`src/rtl/mhp_tx_arbiter.sv`:
```
// mhp_tx_arbiter: round-robin scheduler sharing the MHP transmit port between
// two packet sources. Serialises one packet at a time (header, then payload),
// stamps the payload length into header bits [15:5] and pops source bytes on
// each MHP data acknowledge. Holds the MHP controller-busy input high while a
// transmit is scheduled.
// Optional ack watchdog: define MHP_ARB_TIMEOUT_EN to abort a packet after
// TIMEOUT_CYCLES consecutive cycles without header_sent/ack progress.
module mhp_tx_arbiter #(
  parameter int unsigned DATA_WIDTH     = 8,
  parameter int unsigned TIMEOUT_CYCLES = 1024
) (
  input  logic                  i_clk,
  input  logic                  i_rst,
  input  logic [1:0]            i_req,
  input  logic [63:0]           i_hdr0,
  input  logic [63:0]           i_hdr1,
  input  logic [10:0]           i_len0,
  input  logic [10:0]           i_len1,
  input  logic [DATA_WIDTH-1:0] i_data0,
  input  logic [DATA_WIDTH-1:0] i_data1,
  output logic [1:0]            o_pop,
  output logic [1:0]            o_grant,
  output logic [1:0]            o_done,
  output logic                  o_timeout,
  output logic [63:0]           o_mhp_tx_header,
  output logic                  o_mhp_tx_valid,
  output logic [DATA_WIDTH-1:0] o_mhp_tx_data,
  input  logic                  i_mhp_tx_data_ack,
  input  logic                  i_mhp_tx_busy,
  input  logic                  i_mhp_header_sent,
  output logic                  o_controller_busy
);

  typedef enum logic [1:0] {
    IDLE    = 2'd0,
    HDR     = 2'd1,
    PAYLOAD = 2'd2,
    DRAIN   = 2'd3
  } state_e;

  state_e      state_q, state_d;
  logic [1:0]  grant_q, grant_d;
  logic [1:0]  done_q,  done_d;
  logic        last_q,  last_d;
  logic [10:0] cnt_q,   cnt_d;
  logic [63:0] hdr_q,   hdr_d;
  logic        valid_q, valid_d;

  logic        sel;
  logic [10:0] sel_len;
  logic [63:0] sel_hdr;

`ifdef MHP_ARB_TIMEOUT_EN
  localparam int unsigned WD_W = $clog2(TIMEOUT_CYCLES + 1);
  logic [WD_W-1:0] wd_q, wd_d;
  logic            timeout_q, timeout_d;
  logic            wd_expired;

  assign wd_expired = (wd_q == WD_W'(TIMEOUT_CYCLES - 1));
`endif

  // Round-robin pick: a lone requester wins, otherwise the one not served last.
  always_comb begin
    sel     = (i_req == 2'b11) ? ~last_q : i_req[1];
    sel_len = sel ? i_len1 : i_len0;
    sel_hdr = sel ? i_hdr1 : i_hdr0;
    sel_hdr[15:5] = sel_len;
  end

  // Next-state and registered-output logic for the packet FSM.
  always_comb begin
    state_d = state_q;
    grant_d = grant_q;
    done_d  = '0;
    last_d  = last_q;
    cnt_d   = cnt_q;
    hdr_d   = hdr_q;
    valid_d = valid_q;
`ifdef MHP_ARB_TIMEOUT_EN
    timeout_d = 1'b0;
`endif
    unique case (state_q)
      IDLE: begin
        // done_q gate keeps a zero-length completion (which lands in IDLE)
        // from regranting while the requester is still dropping its request.
        if ((i_req != 2'b00) && !i_mhp_tx_busy && (done_q == 2'b00)) begin
          grant_d = sel ? 2'b10 : 2'b01;
          last_d  = sel;
          hdr_d   = sel_hdr;
          cnt_d   = sel_len;
          valid_d = (sel_len != 11'd0);
          state_d = HDR;
        end
      end
      HDR: begin
        if (cnt_q == 11'd0) begin
          // Zero-length packet: no MHP transaction, complete immediately.
          done_d  = grant_q;
          grant_d = '0;
          valid_d = 1'b0;
          state_d = IDLE;
        end else if (i_mhp_header_sent) begin
          state_d = PAYLOAD;
        end
`ifdef MHP_ARB_TIMEOUT_EN
        else if (wd_expired) begin
          done_d    = grant_q;
          grant_d   = '0;
          valid_d   = 1'b0;
          timeout_d = 1'b1;
          state_d   = DRAIN;
        end
`endif
      end
      PAYLOAD: begin
        if (i_mhp_tx_data_ack) begin
          cnt_d = cnt_q - 11'd1;
          if (cnt_q == 11'd1) begin
            done_d  = grant_q;
            grant_d = '0;
            valid_d = 1'b0;
            state_d = DRAIN;
          end
        end
`ifdef MHP_ARB_TIMEOUT_EN
        else if (wd_expired) begin
          done_d    = grant_q;
          grant_d   = '0;
          valid_d   = 1'b0;
          timeout_d = 1'b1;
          state_d   = DRAIN;
        end
`endif
      end
      DRAIN: begin
        if (!i_mhp_tx_busy) begin
          state_d = IDLE;
        end
      end
      default: state_d = IDLE;
    endcase
  end

  // FSM and datapath registers.
  always_ff @(posedge i_clk) begin
    if (i_rst) begin
      state_q <= IDLE;
      grant_q <= '0;
      done_q  <= '0;
      last_q  <= 1'b1;
      cnt_q   <= '0;
      hdr_q   <= '0;
      valid_q <= 1'b0;
    end else begin
      state_q <= state_d;
      grant_q <= grant_d;
      done_q  <= done_d;
      last_q  <= last_d;
      cnt_q   <= cnt_d;
      hdr_q   <= hdr_d;
      valid_q <= valid_d;
    end
  end

`ifdef MHP_ARB_TIMEOUT_EN
  // Watchdog count: consecutive stalled cycles in HDR/PAYLOAD.
  always_comb begin
    wd_d = '0;
    if (((state_q == HDR) || (state_q == PAYLOAD)) && (state_d == state_q) &&
        !i_mhp_tx_data_ack && !i_mhp_header_sent) begin
      wd_d = wd_q + WD_W'(1);
    end
  end

  // Watchdog registers.
  always_ff @(posedge i_clk) begin
    if (i_rst) begin
      wd_q      <= '0;
      timeout_q <= 1'b0;
    end else begin
      wd_q      <= wd_d;
      timeout_q <= timeout_d;
    end
  end

  assign o_timeout = timeout_q;
`else
  assign o_timeout = 1'b0;
`endif

  assign o_grant           = grant_q;
  assign o_done            = done_q;
  assign o_mhp_tx_valid    = valid_q;
  assign o_mhp_tx_header   = hdr_q;
  assign o_controller_busy = (state_q != IDLE);
  assign o_pop             = ((state_q == PAYLOAD) && i_mhp_tx_data_ack) ? grant_q : 2'b00;
  assign o_mhp_tx_data     = grant_q[0] ? i_data0 :
                             grant_q[1] ? i_data1 : '0;

endmodule
```
`config.mk`:
```
export PLATFORM = sky130hd
export DESIGN_NAME = mhp_tx_arbiter
export DESIGN_NICKNAME = d
export VERILOG_FILES = /design/src/rtl/mhp_tx_arbiter.sv
export SDC_FILE = /design/constraint.sdc
export NUM_CORES = 1
export LEC_CHECK = 0
export BUFFER_PORTS_ARGS = -buffer_cell sky130_fd_sc_hd__buf_2
export CORE_ASPECT_RATIO = 1.75
export CORE_MARGIN = 8
export CORE_UTILIZATION = 40
export DETAILED_ROUTE_END_ITERATION = 8
export PLACE_DENSITY_LB_ADDON = 0.08
export SETUP_SLACK_MARGIN = 0.1
export SLEW_MARGIN = 20
export SYNTH_ARGS = -nofsm -noshare
export SYNTH_HDL_FRONTEND = slang
export SYNTH_SLANG_ARGS = --single-unit
```
`constraint.sdc`:
```
create_clock -name i_clk -period 2.65 [get_ports i_clk]
set_clock_uncertainty 0.2 [all_clocks]
set_input_delay 0.6625 -clock i_clk [delete_from_list [all_inputs] [get_ports i_clk]]
set_output_delay 0.6625 -clock i_clk [all_outputs]
set_load 0.1 [all_outputs]
```
-- Yosys cells after proc, flatten, opt, wreduce, memory -nomap -nowiden
Index checks and enable logic that the tools add are counted.
- register bits: 83
- latch bits: 0
- memory bits (writable): 0
- ROM bits: 0
- input bits: 173
- output and inout port bits: 81
- logic and storage cells: 67
- memories kept: 0
- add/sub/neg operators: 1
- multipliers: 0
- div/mod/pow operators: 0
- $lt $le $gt $ge: 0
- equal/unequal tests: 11
- shift operators: 0
- multiplexer cells: 31
- bitwise operators: 1
- reductions and logical operators: 16
- operators with widths (kind ; count):
    2-to-1 mux 64 bit ; 1
    2-to-1 mux 11 bit ; 3
    2-to-1 mux 2 bit ; 15
    case mux 11 bit (2 select lines) ; 1
    2-to-1 mux 8 bit ; 2
    == test 11 x 1 -> 1 bit (second input constant) ; 1
    logical NOT 11 bit ; 1
    nonzero test 11 bit ; 1
    subtractor 11 x 1 -> 11 bit (second input constant) ; 1
    inequality test 2 bit (second input constant) ; 5
    AND reduction 5 bit ; 2
    case mux 2 bit (4 select lines) ; 1
    == test 2 bit (second input constant) ; 3
    case mux 2 bit (3 select lines) ; 1
    nonzero test 2 bit ; 3
    2-to-1 mux 1 bit ; 5
    logical NOT 2 bit ; 2
    case mux 2 bit (2 select lines) ; 1
    logical AND 1 bit ; 3
    inequality test 3 bit (second input constant) ; 1
    case mux 1 bit (3 select lines) ; 1
    AND reduction 3 bit ; 1
    nonzero test 3 bit ; 1
    == test 2 x 1 -> 1 bit (second input constant) ; 1
    3 further kinds ; 3

-- Depth between registers and ports, before layout
- word-level depth: 6
- gate-level depth with buffers: 9
- gate-level depth less buffers: 7

-- Worst setup path before layout
OpenSTA, ideal clock, no wires.
- kind: reg2out
- start point: reg grant_q[1], in the netlist o_grant[1]
- end point: out o_mhp_tx_data[0]
- data arrival time: 2.208 ns
- required time: 1.788 ns
- slack: -0.420 ns
- cell stages (with the launch flop): 4
- path buffers: 1
- cell sequence: dfxtp_1 > nor2b_1 > clkbuf_1 > a22o_1
- word-level cells in the longest chain between the ends: 2
- ends and longest elaborated chain (item ; RTL line ; source):
    from (decl) ; 42 ; logic [1:0] grant_q, grant_d;
    from (signal assigned) ; 156 ; grant_q <= grant_d;
    2-to-1 mux 8 bit ; 198 ; grant_q[1] ? i_data1 : '0;
    2-to-1 mux 8 bit ; 197 ; assign o_mhp_tx_data = grant_q[0] ? i_data0 :
    to (decl) ; 27 ; output logic [DATA_WIDTH-1:0] o_mhp_tx_data,
Every way passes these cells.

-- Final worst setup path
- start point: reg grant_q[0], in the netlist o_grant[0]
- end point: out o_mhp_tx_data[0]
- word-level cells in the longest chain between the ends: 1
- ends and longest elaborated chain (item ; RTL line):
    2-to-1 mux 8 bit ; 197
Every way passes these cells.

==> results.yml <==
global_routing:
  antenna_found_initial: 1
  grt_pass1_vias: 4586
  grt_pass1_wl_um: 22770
  grt_overflow_total: 0
  grtUsageTotal: 0.2041
  grt_max_degree: 91
die:
  num_rows: 49
  dieArea_mm2: 0.01398
  io_pins: 254
  die_w_um: 92.86
  dieHeight_um: 150.5
  start_util: 0.4063
  coreArea_mm2: 0.01018
worst_setup_path:
  worstPathArrival_ns: 1.55
  max_stage_delay_ns: 0.39
  r2r_end: "o_grant[0]"
  critPathMaxFanout: 13
  worst-r2r-cell-count: 7
  crit_slowest_cell: "dfxtp_2"
  critical_path.endpoint: "o_mhp_tx_data[0]"
  worst-setup-path-type: "flop to primary output"
  cp-start-kind: "flop"
  required_ns: 1.79
  reg2reg_slack_ns: 0.39
  worstSetupStartpoint: "o_grant[0]"
  crit_path_end_kind: "primary output"
  path_cells: "nor2b_2, a22o_2, clkbuf_4"
synth:
  syn_area_mm2: 0.004135
  yosysSeqAreaShare: 0.4018
  synth_top_cell_by_area: "dfxtp_1"
  synth-edff-count: 0
  synth-seq-cells: 83
  synth_area_leaders: "dfxtp_1, a311oi_1, nand2_1"
  syn_inst: 523
  synth_nets: 704
  synthArstFlopShare: 0
  synth_top_area_share: 0.4018
  synthFlopType: "dfxtp_1"
  yosysUniqueCellTypes: 48
  syn_area_per_cell_um2: 7.907
  yosys_warnings: 0
timing:
  hold_viol: 0
  period_minus_slack_ns: 2.411
  fmax_mhz: 414.8
  setup_viol: 0
  rsz0062_at_grt: "no"
  fin_setup_tns_ns: 0
  tightest_slew_ns: 0.5991
  fin_crit_sh: 0.9097
  finalMaxSlewViolations: 0
  relSlewSlack: 0.6006
drt:
  totalWireLength_um: 15030
  drtPass1Iterations: 4
  wl_per_cell_um: 17.29
  drcViolationCount: 0
  initialDrtViolationCount: 179
  vias: 4628
  vias_per_cell: 5.326
  ant_nets: 0
power:
  comb_power_share: 0.506
  ir_worst_vdd_uv: 800.0
  netSwitchingPower_w: 0.003035
  clkPwrFrac: 0.225
  p_int_w: 0.003071
  power_frac_seq: 0.269
  power.density_mw_per_mm2: 1044
  p_leak_nw: 2.767
  switching_share: 0.4971
cts:
  post_cts_buffers: 0
  cts_hold_buf: 0
  insertion_delay_ns: 0.33
  path_clk_slew_ns: 0.06
  clockBufferDepth: 2
  cts_buffers: 9
  cts_tree: "done"
  cts.sinks: 83
  cts_root_buffer: "clkbuf_16"
  cts_htree_levels: 3
hold_path:
  hp-class: "flop to flop"
finish:
  drive_gt1_frac: 0.3873
  area_delta_synth_final_pct: 41.39
  layout.cells.most_common: "buf_2"
  final_util: 0.5745
  fin_nets: 917
  most-common-layout-cells: "buf_2, nand2_1, dfxtp_1"
placement:
  dpl.hpwl_um: 11470
  gp_congestion: 0.9125
  io_buffers: 230
flow_run:
  cap_violations: 0
outcome:
  status: "finished, final reports clean"
## logic make-up (layout without fill, tap and decap cells)
kind of cell | after synthesis | count (layout) | synth area share
adders and majority gates | 8 | 8 | 0.02421
AOI/OAI and AO/OA | 124 | 124 | 0.2342
buffers and inverters | 54 | 272 | 0.05355
DFF | 83 | 83 | 0.4018
and+or+nand+nor | 241 | 241 | 0.2563
muxes | 12 | 12 | 0.02905
other | 1 | 2 | 0.0009068
## power groups by stage
stage | Clock (W) | Combinational, W | Sequential, W
2_1_floorplan | 0 | 0.00117 | 0.00291
3_3_place_gp | 0 | 0.00303 | 0.00166
3_5_place_dp | 0 | 0.00307 | 0.00167
4_1_cts | 0.00140 | 0.00308 | 0.00164
5_1_grt | 0.00144 | 0.00326 | 0.00167
6_report | 0.00137 | 0.00309 | 0.00164
## layer usage
layer | track usage | share of wire | up-vias | wire [um]
met5 | 0 | 0 | - | 0
met4 | 0.09084 | 0.025 | 0 | 371
met3 | 0.05691 | 0.077 | 28 | 1160
met2 | 0.3687 | 0.52 | 192 | 7743
met1 | 0.2124 | 0.38 | 2107 | 5753
li1 | - | - | 2301 | -
## critical path: cells and delay by family, from the launching register on
kind | cells | cell delay, ns
flip-flops | 1 | 0.39
buffers and inverters | 1 | 0.32
AND/OR/NAND/NOR | 1 | 0.30
AO/OA/AOI/OAI | 1 | 0.20
## flip-flops by register name, summed over array words and instances (netlist names), named ones only
name,flops
o_mhp_tx_valid,1
o_grant,2
last_q,1
state_q,1
o_done,2
cnt_q,11
o_mhp_tx_header,64
## timing repair
item,CTS,global route
cloned,0,0
gates resized for setup,2,10
setup endpoints to repair,9,10
## worst min-delay path by stage
| stage | from | end | slack, ns | cells after the start |
|---|---|---|---|---|
| 2_1_floorplan | cnt_q[1] | cnt_q[1] | 0.26 | 2 |
| 3_3_place_gp | o_mhp_tx_valid | o_mhp_tx_valid | 0.27 | 2 |
| 3_5_place_dp | o_mhp_tx_valid | o_mhp_tx_valid | 0.27 | 2 |
| 4_1_cts | o_mhp_tx_valid | o_mhp_tx_valid | 0.28 | 2 |
| 5_1_grt | o_mhp_tx_valid | o_mhp_tx_valid | 0.30 | 2 |
| 6_report | o_mhp_tx_valid | o_mhp_tx_valid | 0.28 | 2 |
## cell type report
cell class	count	area, um^2
Tap cell	127	158.9
Fill cell	982	4330
Sequential cell	83	1665
Antenna cell	1	2.502
Timing Repair Buffer	247	1373
Multi-Input combinational cell	386	2285
Clock buffer	12	256.5
Inverter	9	33.78
Clock inverter	4	72.57
## cells in the mapped netlist (2+ instances only)
cell type  count
nor4_1         6
a311oi_1      55
and2_1         2
dfxtp_1       83
nand3_1        4
nor2_1        79
mux2i_1       12
nor2b_1        2
ha_1           8
clkbuf_1      30
nor3_1         5
a21oi_1       15
o21ai_0       13
a41oi_1        2
nand2b_1       4
a22o_1         8
a22oi_1        2
buf_1          4
inv_1          9
o22ai_1        2
nand4_1        3
a31oi_1        4
buf_4          2
nand3b_1       2
buf_2          9
nor3_2         2
a211oi_1      12
nor4_4         2
nand2_1      121
and3_1         3
## stage by stage
| step | total power, W | std cells | hold WS [ns] | setup WS [ns] | area, um^2 |
|---|---|---|---|---|---|
| finish | 0.006106 | 869 | 0.2795 | 0.2393 | 5847 |
| global route | 0.006376 | 869 | 0.3003 | 0.1503 | 5847 |
| CTS | 0.006116 | 868 | 0.2785 | 0.1249 | 5819 |
| detailed placement | 0.004732 | 852 | 0.2678 | 0.06161 | 5485 |
| global placement | 0.004690 | 852 | 0.2667 | 0.09830 | 5485 |
| floorplan | 0.004078 | 523 | 0.2580 | 0.1988 | 4150 |
(Power assumes the default switching activity.)
